## config.mk

```make
export PLATFORM = sky130hd
export DESIGN_NAME = seq_divider
export DESIGN_NICKNAME = d
export VERILOG_FILES = /design/src/rtl/seq_divider_pkg.sv /design/src/rtl/div_trial_sub.sv /design/src/rtl/seq_divider.sv
export SDC_FILE = /design/constraint.sdc
export NUM_CORES = 1
export LEC_CHECK = 0
export ABC_AREA = 0
export CAP_MARGIN = 20
export CORE_ASPECT_RATIO = 2
export CORE_MARGIN = 2
export CORE_UTILIZATION = 26
export DETAILED_ROUTE_END_ITERATION = 16
export PLACE_DENSITY_LB_ADDON = 0.25
export SKIP_LAST_GASP = 1
export SYNTH_ARGS = -nofsm -noshare
export SYNTH_HDL_FRONTEND = slang
export SYNTH_HIERARCHICAL = 1
export SYNTH_SLANG_ARGS = --single-unit
```

## constraint.sdc

```tcl
create_clock -name clk -period 3.7 [get_ports clk]
set_input_delay 0.555 -clock clk [delete_from_list [all_inputs] [get_ports clk]]
set_output_delay 0.555 -clock clk [all_outputs]
set_load 0.02 [all_outputs]
```

## src/rtl/seq_divider_pkg.sv

```systemverilog
`default_nettype none
// +------------------------------------------------------------------+
// | seq_divider_pkg                                                  |
// | State encodings and handshake levels shared by divider and ALU.  |
// | Revision: 1.0                                                    |
// +------------------------------------------------------------------+
package seq_divider_pkg;

  typedef enum logic [1:0] {
    DivFree   = 2'd0,
    DivByZero = 2'd1,
    DivOn     = 2'd2,
    DivEnd    = 2'd3
  } div_state_e;

  localparam logic DivStart          = 1'b1;
  localparam logic DivStop           = 1'b0;
  localparam logic DivResultReady    = 1'b1;
  localparam logic DivResultNotReady = 1'b0;

endpackage : seq_divider_pkg
`default_nettype wire

```

## src/rtl/div_trial_sub.sv

```systemverilog
`default_nettype none
// +------------------------------------------------------------------+
// | div_trial_sub                                                    |
// | Combinational (WIDTH+1)-bit trial subtract for the divider.      |
// | Revision: 1.0                                                    |
// +------------------------------------------------------------------+
module div_trial_sub #(
  parameter int WIDTH = 32
) (
  input  logic [WIDTH:0]   i_minuend,
  input  logic [WIDTH-1:0] i_divisor,
  output logic [WIDTH-1:0] o_diff,
  output logic             o_ge
);

  // The difference is only consumed when o_ge is set, and then it is
  // strictly below the divisor, so its low WIDTH bits carry all of it.
  assign o_ge   = (i_minuend >= {1'b0, i_divisor});
  assign o_diff = i_minuend[WIDTH-1:0] - i_divisor;

endmodule : div_trial_sub
`default_nettype wire

```

## src/rtl/seq_divider.sv

```systemverilog
`default_nettype none
// +------------------------------------------------------------------+
// | seq_divider                                                      |
// | Radix-2 restoring divider, one quotient bit per cycle, DIV/DIVU. |
// | Revision: 1.0                                                    |
// +------------------------------------------------------------------+
module seq_divider
  import seq_divider_pkg::*;
#(
  parameter int WIDTH = 32
) (
  input  logic               clk,
  input  logic               rst,
  input  logic               signed_div_i,
  input  logic [WIDTH-1:0]   opdata1_i,
  input  logic [WIDTH-1:0]   opdata2_i,
  input  logic               start_i,
  input  logic               annul_i,
  output logic [2*WIDTH-1:0] result_o,
  output logic               ready_o
);

  localparam int            CW     = $clog2(WIDTH + 1);
  localparam logic [CW-1:0] c_last = CW'(WIDTH);

  div_state_e       r_state;
  logic [CW-1:0]    r_cnt;
  // [2W:W] is the current minuend {rem, next dividend bit}; [W-1:0]
  // holds the unshifted dividend bits with quotient bits entering at 0.
  logic [2*WIDTH:0] r_work;
  logic [WIDTH-1:0] r_divisor;
  logic             r_signed;
  logic             r_neg_q;
  logic             r_neg_r;

  logic [WIDTH-1:0] w_abs_a;
  logic [WIDTH-1:0] w_abs_b;
  logic [WIDTH-1:0] w_diff;
  logic             w_ge;
  logic [WIDTH-1:0] w_quot;
  logic [WIDTH-1:0] w_rem;

  assign w_abs_a = (signed_div_i && opdata1_i[WIDTH-1]) ? -opdata1_i : opdata1_i;
  assign w_abs_b = (signed_div_i && opdata2_i[WIDTH-1]) ? -opdata2_i : opdata2_i;

  div_trial_sub #(.WIDTH(WIDTH)) u_trial_sub (
    .i_minuend (r_work[2*WIDTH:WIDTH]),
    .i_divisor (r_divisor),
    .o_diff    (w_diff),
    .o_ge      (w_ge)
  );

  assign w_quot = (r_signed && r_neg_q) ? -r_work[WIDTH-1:0] : r_work[WIDTH-1:0];
  assign w_rem  = (r_signed && r_neg_r) ? -r_work[2*WIDTH:WIDTH+1] : r_work[2*WIDTH:WIDTH+1];

  always_ff @(posedge clk) begin
    if (rst) begin
      r_state   <= DivFree;
      r_cnt     <= '0;
      r_work    <= '0;
      r_divisor <= '0;
      r_signed  <= 1'b0;
      r_neg_q   <= 1'b0;
      r_neg_r   <= 1'b0;
      result_o  <= '0;
      ready_o   <= DivResultNotReady;
    end else begin
      case (r_state)
        DivFree: begin
          if (start_i == DivStart && !annul_i) begin
            r_signed  <= signed_div_i;
            r_neg_q   <= opdata1_i[WIDTH-1] ^ opdata2_i[WIDTH-1];
            r_neg_r   <= opdata1_i[WIDTH-1];
            r_divisor <= w_abs_b;
            r_work    <= {{WIDTH{1'b0}}, w_abs_a, 1'b0};
            r_cnt     <= '0;
            r_state   <= (opdata2_i == '0) ? DivByZero : DivOn;
          end
        end
        DivByZero: begin
          if (annul_i) begin
            r_cnt   <= '0;
            r_state <= DivFree;
          end else begin
            result_o <= '0;
            ready_o  <= DivResultReady;
            r_state  <= DivEnd;
          end
        end
        DivOn: begin
          if (annul_i) begin
            r_cnt   <= '0;
            r_state <= DivFree;
          end else if (r_cnt != c_last) begin
            if (w_ge) begin
              r_work <= {w_diff, r_work[WIDTH-1:0], 1'b1};
            end else begin
              r_work <= {r_work[2*WIDTH-1:0], 1'b0};
            end
            r_cnt <= r_cnt + 1'b1;
          end else begin
            result_o <= {w_rem, w_quot};
            ready_o  <= DivResultReady;
            r_state  <= DivEnd;
          end
        end
        DivEnd: begin
          if (start_i == DivStop) begin
            result_o <= '0;
            ready_o  <= DivResultNotReady;
            r_cnt    <= '0;
            r_state  <= DivFree;
          end
        end
        default: r_state <= DivFree;
      endcase
    end
  end

endmodule : seq_divider
`default_nettype wire

```

==> metrics, run 1 <==
GPL Wtd Cong=0.925; post-synth top area cell=dfxtp_1; die width=154 um; setup_tns=0 ns; Fmax=296 MHz; fraction of registers with async set/reset=0%; residual DRC count=0; core area=44900 um2; unrepaired setup endpoints after global routing=no; fin crit period=3.38 ns; sequential fraction of the synthesis area=29.5%; DP Wirelength=36.5 mm; Leak=5.26 nW; post-CTS setup buffer count=0; total CTS buffers=17; Setup CP Type=reg2reg; Clock Latency Late Sink=0.45 ns; Die Height=305 um; PD cells=522 nW/um2; proportion of layout cells with a drive suffix above 1=8.20%; EDFF count, synth=0; Least-Margin Pin Slew=0.843 ns; initial antenna violation count=1; syn avg cell area=7.76 um2; Vias=11900; CP max FO=33; vias in the first global route=12400; critical-path cell list=ha_1 > o211ai_1 > a21o_1 > a21oi_1 > o311ai_1 > a21oi_1 > a221oi_2 > o21ai_2 > buf_12 > mux2_2 > nand3_1 > a21oi_1; status=complete, no violations; synth top area cells=dfxtp_1, xnor2_1, a21oi_1, ha_1, nand2_1; RR Endpoint=r_work[43]$_SDFFE_PP0P_; synthesized area=11800 um2; syn_nets=1627; Syn-to-layout area delta=23.0%; critical path startpoint category=flop; Vias/cell=5.46; r2r setup slk=0.32 ns; aggregate routed wire length=46.1 mm; H-tree depth=4; CP Launch Point=r_work[34]$_SDFFE_PP0P_; clk_skew=0.0184 ns; Worst R2R Path Depth=12; multi-input logic area=7610 um2; row cnt=110; first-pass GRT wire length=70.7 mm; Max Cap Viol=0; wire per inst=21.1 um; WP data arrival=3.69 ns; Fill cells=4814; top_reg_cell synth=dfxtp_1; Tcrit/Tclk final=91.3%; slowest stage delay, CP=0.56 ns; Die ar.=47000 um2; FF+latch count, synth=173; root buffer cell=clkbuf_16; hold crit path type=reg2reg; clock sink total=173; number of port buffers=133; Distinct cells, synth=79; Top cell by count, worst path=a21oi_1; Worst setup EP type=flop; endpoints failing setup=0; DP Area=13800 um2; Total GRT Usage=19.7%; max-slew violations=0; Pre-antenna DRT Iters=5; # resized after CTS=0; Synth Instances=1514; R2R Path Start=r_work[34]$_SDFFE_PP0P_; Initial Util=26.2%; Final Cell Area=14500 um2; total congestion overflow=0; slew margin rel.=43.8%; Worst Setup EP=r_work[43]$_SDFFE_PP0P_; clock transition at the registers of the reported paths=0.08 ns; fin nets=1722; Clock Tree Buf Depth=2; CP Data Required Time=4.01 ns; largest net degree at the start of global routing=79; register area=3460 um2; IO Pins=134; Final Hold Viols=0; Slowest cell on crit path=a221oi_2; number of synthesis warnings=6; DRT antenna net count=0; CTS tree=yes; Yosys top cell area share=29.5%; DRT iter0 DRCs=655; cts hold-fix bufs=0; Worst VDD drop=0.338 mV
==> logic make-up (layout without fill, tap and decap cells) <==
group                      after synthesis  after routing  share of synthesized area (%)
adders and majority gates               44             44                           4.75
other                                    0              1                              0
AOI/OAI and AO/OA                      458            458                           26.0
DFF                                    173            173                           29.5
buffers and inverters                  186            294                           6.19
muxes                                   31             31                           2.90
xor gates and xnor gates               128            128                           9.54
and+or+nand+nor                        494            494                           21.1
==> through the flow <==
step | hold slack [ns] | setup WS, ns | power, mW | utilization, % | instances
6_report | 0.460 | 0.321 | 7.54 | 32.2 | 2183
5_1_grt | 0.482 | 0.102 | 8.00 | 32.2 | 2183
4_1_cts | 0.464 | 0.260 | 7.59 | 32.1 | 2180
3_5_place_dp | 0.452 | 0.276 | 5.64 | 30.7 | 2148
3_3_place_gp | 0.447 | 0.321 | 5.64 | 30.7 | 2148
2_1_floorplan | 0.436 | 0.632 | 4.49 | - | 1514
==> layer usage <==
metal / GRT usage [%] / routed length, um / vias up
met5: 0 / 0 / -
met2: 41.6 / 27300 / 329
met1: 16.0 / 14300 / 5686
met3: 1.95 / 936 / 146
li1: - / - / 5764
met4: 14.2 / 3580 / 0
==> placed cells by master, fill, tap and decap left out, drive strengths merged, types with 5 or more instances in the layout <==
| master | n |
|---|---|
| o41ai | 16 |
| a22o | 43 |
| mux2i | 7 |
| nor2b | 9 |
| and3 | 10 |
| dfxtp | 173 |
| and2 | 10 |
| xnor2 | 82 |
| nand4 | 23 |
| buf | 48 |
| a311oi | 6 |
| nand3 | 66 |
| xor2 | 46 |
| ha | 43 |
| mux2 | 24 |
| o31ai | 18 |
| o21a | 7 |
| nor4 | 29 |
| clkbuf | 17 |
| a31oi | 32 |
| or4 | 16 |
| o211ai | 17 |
| or3 | 16 |
| nand2b | 13 |
| clkinv | 8 |
| nor3b | 5 |
| a21oi | 132 |
| o2111ai | 6 |
| a2111oi | 5 |
| a22oi | 17 |
| or2 | 6 |
| a21o | 12 |
| o21ai | 74 |
| a41oi | 13 |
| inv | 88 |
| clkdlybuf4s50 | 132 |
| a211oi | 26 |
| nor2 | 109 |
| nor3 | 43 |
| nand2 | 126 |
==> Yosys cell counts, types with 9 or more instances <==
| cell type | instances |
|---|---|
| xor2_1 | 46 |
| nand2_1 | 125 |
| nand3_1 | 66 |
| a22o_1 | 43 |
| and2_1 | 9 |
| a21oi_1 | 132 |
| ha_1 | 43 |
| o211ai_1 | 16 |
| nor2b_1 | 9 |
| a21o_1 | 12 |
| clkbuf_1 | 80 |
| nand4_1 | 23 |
| dfxtp_1 | 173 |
| a22oi_1 | 17 |
| mux2_2 | 24 |
| o31ai_1 | 17 |
| and3_1 | 10 |
| or4_1 | 15 |
| or3_1 | 16 |
| a31oi_1 | 32 |
| o21ai_0 | 72 |
| nand2b_1 | 13 |
| nor4_1 | 25 |
| xnor2_1 | 82 |
| a41oi_1 | 13 |
| o41ai_1 | 16 |
| inv_1 | 81 |
| nor2_1 | 109 |
| nor3_1 | 43 |
| a211oi_1 | 26 |
| buf_1 | 13 |
==> registers in the layout, indices dropped and copies added, names as in the netlist <==
signal,cells
r_cnt,6
r_divisor,32
ready_o,1
r_neg_r,1
r_neg_q,1
r_work,65
r_state,2
r_signed,1
result_o,64
==> worst max-delay path, delay by kind of cell, from the launching register on <==
kind                     cells  cell delay, ns
AO/OA/AOI/OAI                8            1.85
adder cells (fa/ha/maj)      1            0.35
buffers and inverters        1            0.20
flip-flops                   1            0.48
multiplexers                 1            0.27
AND/OR/NAND/NOR              1            0.08
==> worst min-delay path by stage <==
stage	from	endpoint	slack (ns)	cells after the start
floorplan	r_divisor[31]$_SDFFE_PP0P_	r_divisor[31]$_SDFFE_PP0P_	0.44	2
global placement	r_divisor[31]$_SDFFE_PP0P_	r_divisor[31]$_SDFFE_PP0P_	0.45	2
detailed placement	result_o[1]$_SDFFE_PP0P_	result_o[1]$_SDFFE_PP0P_	0.45	2
CTS	r_divisor[31]$_SDFFE_PP0P_	r_divisor[31]$_SDFFE_PP0P_	0.46	2
global route	r_divisor[0]$_SDFFE_PP0P_	r_divisor[0]$_SDFFE_PP0P_	0.48	2
finish	result_o[1]$_SDFFE_PP0P_	result_o[1]$_SDFFE_PP0P_	0.46	2
==> where the power goes <==
group          internal, mW  total [mW]  switching, mW
logic                  1.15        3.36           2.21
clock network         0.989        1.93          0.945
registers              2.03        2.25          0.226
total                  4.17        7.54           3.38
==> cell type report <==
cell class	count	area share (%)
diodes	1	0.0173
repair buffers	180	12.0
well taps	560	4.85
clock inverters	15	1.44
inverters	82	2.13
multi-input cells	1155	52.6
flip-flops and latches	173	24.0
clock buffers	17	2.94
Power figures use the tool's default switching activity.
==> run 2, diff against run 1 <==
- GPL_TIMING_DRIVEN: default -> 0
==> run 2 against run 1 <==
  * Count of clock-buffer cells in the layout increased by 4
  * Register-to-register slack worse by 0.09 ns
  * Combinational power increased by 3%
  * Total power fell by 0.33%
  * Routed wire length rose by 4.7%
  * Utilization is 0.13 points lower
  * Clock skew shrank 0.0032 ns
  * Die area stayed put
  * Via count rose by 2.9%
==> metrics, run 2 (synthesized netlist as in run 1, its figures left out) <==
Tcrit/Tclk final=93.7%; PD cells=522 nW/um2; commonest non-fill, non-tap cell in the layout=dfxtp_1; register area=3480 um2; DP Wirelength=39.7 mm; core area=44900 um2; clk_skew=0.0151 ns; wire per inst=21.6 um; CP Data Required Time=4.06 ns; fin crit period=3.47 ns; residual DRC count=0; Total GRT Usage=20.4%; Clock Tree Buf Depth=2; hold crit path type=reg2reg; largest net degree at the start of global routing=17; status=complete, no violations; clock transition at the registers of the reported paths=0.07 ns; vias in the first global route=12400; Initial Util=26.2%; initial antenna violation count=0; Leak=5.14 nW; total CTS buffers=17; H-tree depth=4; Die Height=305 um; row cnt=110; total congestion overflow=0; final cell count without fillers=2237; CP max FO=10; Fill cells=4887; Clock Latency Late Sink=0.45 ns; critical path startpoint category=flop; cts hold-fix bufs=0; multi-input logic area=7590 um2; die width=154 um; Final Hold Viols=0; unrepaired setup endpoints after global routing=yes; Fmax=289 MHz; GPL Wtd Cong=0.936; max reg flops=65; Least-Margin Pin Slew=0.974 ns; biggest regs=r_work x65, result_o x64, r_divisor x32; fin nets=1778; DRT antenna net count=0; WP data arrival=3.83 ns; Max Cap Viol=0; Vias=12300; max-slew violations=0; IO Pins=134; root buffer cell=clkbuf_16; CTS tree=yes; aggregate routed wire length=48.2 mm; Worst VDD drop=0.376 mV; first-pass GRT wire length=72.7 mm; proportion of layout cells with a drive suffix above 1=6.26%; most frequent cells in the layout=dfxtp_1, clkdlybuf4s50_1, a21oi_1, nand2_1, nor2_1; placed insts=2205; number of port buffers=131; Pre-antenna DRT Iters=5; Syn-to-layout area delta=22.5%; fin util=32.1%; Most flops, register=r_work; Vias/cell=5.49; endpoints failing setup=0; Die ar.=47000 um2; Setup CP Type=reg2reg; clock sink total=173; worst hold slack=0.472 ns; number of antenna diodes=0; slew margin rel.=34.1%; Worst setup EP type=flop; DRT iter0 DRCs=694
==> run 2: changes by cell type in the layout (fill, tap and decap cells not counted), moves of 3 or more <==
cell        previous run  this run
buf_12                 3         0
buf_1                  0        13
clkinvlp_4             0         3
buf_2                  0         8
clkbuf_1               0        76
buf_4                 44         2
clkbuf_8               0         3
dfxtp_2                0         6
dfxtp_1              173       165
a21oi_2                1         4
inv_8                  4         1
clkinv_8               5         0
clkbuf_2               0         5
==> run 2: path summary, 6_finish.rpt <==
| path | cells past startpoint | endpoint | from | slack (ns) |
|---|---|---|---|---|
| max | 14 | r_work[51]$_SDFFE_PP0P_ | r_work[34]$_SDFFE_PP0P_ | 0.23 |
| min | 2 | r_divisor[0]$_SDFFE_PP0P_ | r_divisor[0]$_SDFFE_PP0P_ | 0.47 |
| max reg2reg | 14 | r_work[51]$_SDFFE_PP0P_ | r_work[34]$_SDFFE_PP0P_ | 0.23 |
| min reg2reg | 2 | r_divisor[0]$_SDFFE_PP0P_ | r_divisor[0]$_SDFFE_PP0P_ | 0.47 |
==> run 2: layer usage <==
| metal | global-route usage, % | part of all wire (%) | up-vias |
|---|---|---|---|
| li1 | - | - | 5852 |
| met1 | 17.2 | 32 | 5886 |
| met2 | 41.8 | 57 | 385 |
| met3 | 2.10 | 2.8 | 148 |
| met4 | 15.9 | 9.1 | 0 |
| met5 | 0 | 0 | - |
==> run 2: worst max-delay path, cell delays in order (launching register included) <==
cell and delay, ns:
dfxtp_1 0.50, ha_1 0.34, o211ai_1 0.20, a21o_1 0.15, a21oi_1 0.11, o311ai_2 0.36, a21oi_2 0.14, a221oi_2 0.35
o21ai_0 0.14, clkbuf_2 0.18, clkbuf_2 0.23, clkbuf_2 0.24, o21ai_0 0.17, nand3_1 0.09, a21oi_1 0.18
==> run 2: per-stage QoR <==
step	setup WS, ns	area, um2	setup TNS, ns	power (mW)
6_report	0.234	14400	0	7.52
5_1_grt	-0.00406	14400	-0.00406	7.94
4_1_cts	-0.0115	14300	-0.0219	7.50
3_5_place_dp	-0.361	13800	-6.01	5.69
3_3_place_gp	-0.376	13800	-6.65	5.65
2_1_floorplan	0.632	11800	0	4.49
==> run 2: report_power, final <==
part / internal (mW) / total, mW / switching (mW)
clock network: 0.988 / 1.80 / 0.809
registers: 2.03 / 2.26 / 0.235
logic: 1.15 / 3.46 / 2.31
==> run 2: area by class of cell <==
cell class / instances / share of cell area, %
flip-flops and latches: 173 / 24.2
repair buffers: 133 / 9.20
inverters: 82 / 2.14
multi-input cells: 1155 / 52.7
clock inverters: 10 / 0.721
clock buffers: 21 / 3.27
well taps: 560 / 4.87
plain buffers: 103 / 2.92
==> run 2: what timing repair did <==
item,CTS,global route
gates resized for setup,8,13
pin swaps,0,1
hold endpoints to repair,0,0
endpoints found under the setup margin,28,30
setup buffers,0,1
==> run 3, diff against run 2 <==
- CORE_ASPECT_RATIO: 2 -> 1.4
- CORE_UTILIZATION: 26 -> 45
==> run 3 against run 2 <==
  * Via count about the same
  * Register-to-register slack improved by 0.02 ns
  * Total power about the same
  * Sequential power about the same
  * Maximum frequency increased by 0.56%
  * Setup slack improved by 0.019 ns
  * Count of clock-buffer cells in the layout decreased by 4
  * Sequential share of layout area increased by 0.40 points
  * First-iteration DRC count increased by 8.4%
  * Routed wire length decreased by 18%
  * Critical path type unchanged
  * Non-clock buffer count decreased by 2
  * Utilization increased by 22 points
==> metrics, run 3 (synthesized netlist as in run 1, its figures left out) <==
cts hold-fix bufs=0; M1 WL=14.3 mm; Total GRT Usage=28.6%; aggregate routed wire length=39.4 mm; r2r setup slk=0.25 ns; final cell count without fillers=2000; wire per inst=19.7 um; Least-Margin Pin Slew=1.05 ns; Max Cap Viol=0; Tcrit/Tclk final=93.1%; DP Wirelength=31.1 mm; Die ar.=27400 um2; Worst Slack Setup Final=0.254 ns; core area=25900 um2; initial antenna violation count=0; Die Height=195 um; fin crit period=3.45 ns; number of antenna diodes=0; max-slew violations=0; Worst setup EP type=flop; metal3 WL=1.73 mm; CP Data Required Time=4.08 ns; Pre-antenna DRT Iters=5; multi-input logic area=7580 um2; largest net degree at the start of global routing=19; Vias/cell=6.14; CTS tree=yes; register area=3470 um2; total congestion overflow=0; GPL Wtd Cong=0.944; PnR Total Power=7.52 mW; Worst R2R Path Depth=14; vias in the first global route=12000; Initial Util=45.3%; post-CTS setup buffer count=0; total CTS buffers=17; WP data arrival=3.82 ns; endpoints failing setup=0; DRT antenna net count=0; PD cells=532 nW/um2; clock transition at the registers of the reported paths=0.08 ns; Setup CP Type=reg2reg; Worst VDD drop=0.387 mV; Clock Tree Buf Depth=2; number of port buffers=131; slew margin rel.=29.2%; highest metal used=met4; Most flops, register=r_work; clk_skew=0.0114 ns; Fill cells=2516; H-tree depth=4; fin nets=1776; Leak=5.16 nW; critical path startpoint category=flop; proportion of layout cells with a drive suffix above 1=6.26%; root buffer cell=clkbuf_16; status=complete, no violations; Final Hold Viols=0; CP max FO=10; Vias=12300; max reg flops=65; Post-Place Setup Slack=-0.176 ns; IO Pins=134; first-pass GRT wire length=62.2 mm; biggest regs=r_work x65, result_o x64, r_divisor x32; met2 WL post-DR=20.2 mm; placed insts=1969; hold crit path type=reg2reg; clock sink total=173; most frequent cells in the layout=dfxtp_1, clkdlybuf4s50_1, a21oi_1, nand2_1, nor2_1; DRT iter0 DRCs=752; Syn-to-layout area delta=20.4%; unrepaired setup endpoints after global routing=no; commonest non-fill, non-tap cell in the layout=dfxtp_1; WHS Path Cells=2; row cnt=70; residual DRC count=0; Fmax=290 MHz; die width=141 um; Clock Latency Late Sink=0.45 ns
-- run 3: cell types whose count changed in the layout (fill, tap and decap cells not counted), sizes merged --
cell      before  now
clkbuf       101   97
buf           25   23
clkinvlp       3    2
inv           85   88
bufinv         1    3
clkinv         3    4
-- run 3: path summary, 6_finish.rpt --
kind / endpoint / startpoint
setup / recovery: r_work[51]$_SDFFE_PP0P_ / r_work[44]$_SDFFE_PP0P_
hold / removal: r_divisor[31]$_SDFFE_PP0P_ / r_divisor[31]$_SDFFE_PP0P_
setup reg to reg: r_work[51]$_SDFFE_PP0P_ / r_work[44]$_SDFFE_PP0P_
hold reg to reg: r_divisor[31]$_SDFFE_PP0P_ / r_divisor[31]$_SDFFE_PP0P_
-- run 3: per-layer routing --
layer	vias to the layer above	global-route usage [%]
met5	-	0
met4	0	21.3
met3	169	4.00
met2	420	52.5
met1	5814	29.3
li1	5877	-
-- run 3: layout make-up --
type | instances | share of cell area [%]
clock inverter | 15 | 1.57
tap | 324 | 2.87
clock buffer | 17 | 3.01
multi-input combinational | 1155 | 53.6
inverter | 82 | 2.18
timing repair buffer | 131 | 9.27
buffer | 103 | 2.97
sequential | 173 | 24.6
-- run 3: timing repair --
item	4_1_cts	5_1_grt
pin swaps	0	1
setup endpoints to repair	26	29
resized for setup	5	13
-- run 3: through the flow --
step / utilization [%] / setup TNS, ns / instance area, um2 / hold WS [ns]
final: 54.6 / 0 / 14100 / 0.471
after global routing: 54.6 / 0 / 14100 / 0.487
after CTS: 54.5 / 0 / 14100 / 0.465
after detailed placement: 51.9 / -2.01 / 13500 / 0.456
after global placement: 51.9 / -1.75 / 13500 / 0.450
after floorplan: - / 0 / 11800 / 0.436
-- run 3: critical path, stage by stage (launching register included) --
cell      delay, ns
dfxtp_2        0.46
ha_1           0.27
buf_2          0.17
a21oi_1        0.24
o21ai_0        0.18
o311ai_2       0.34
a21oi_2        0.14
a221oi_2       0.34
o21ai_0        0.14
clkbuf_2       0.18
clkbuf_2       0.24
clkbuf_2       0.24
o21ai_0        0.17
nand3_1        0.09
a21oi_1        0.17
-- run 3: report_power, final --
group / internal [mW] / switching (mW)
Clock: 1.10 / 0.881
Sequential: 2.03 / 0.217
Combinational: 1.14 / 2.16
Total: 4.27 / 3.26
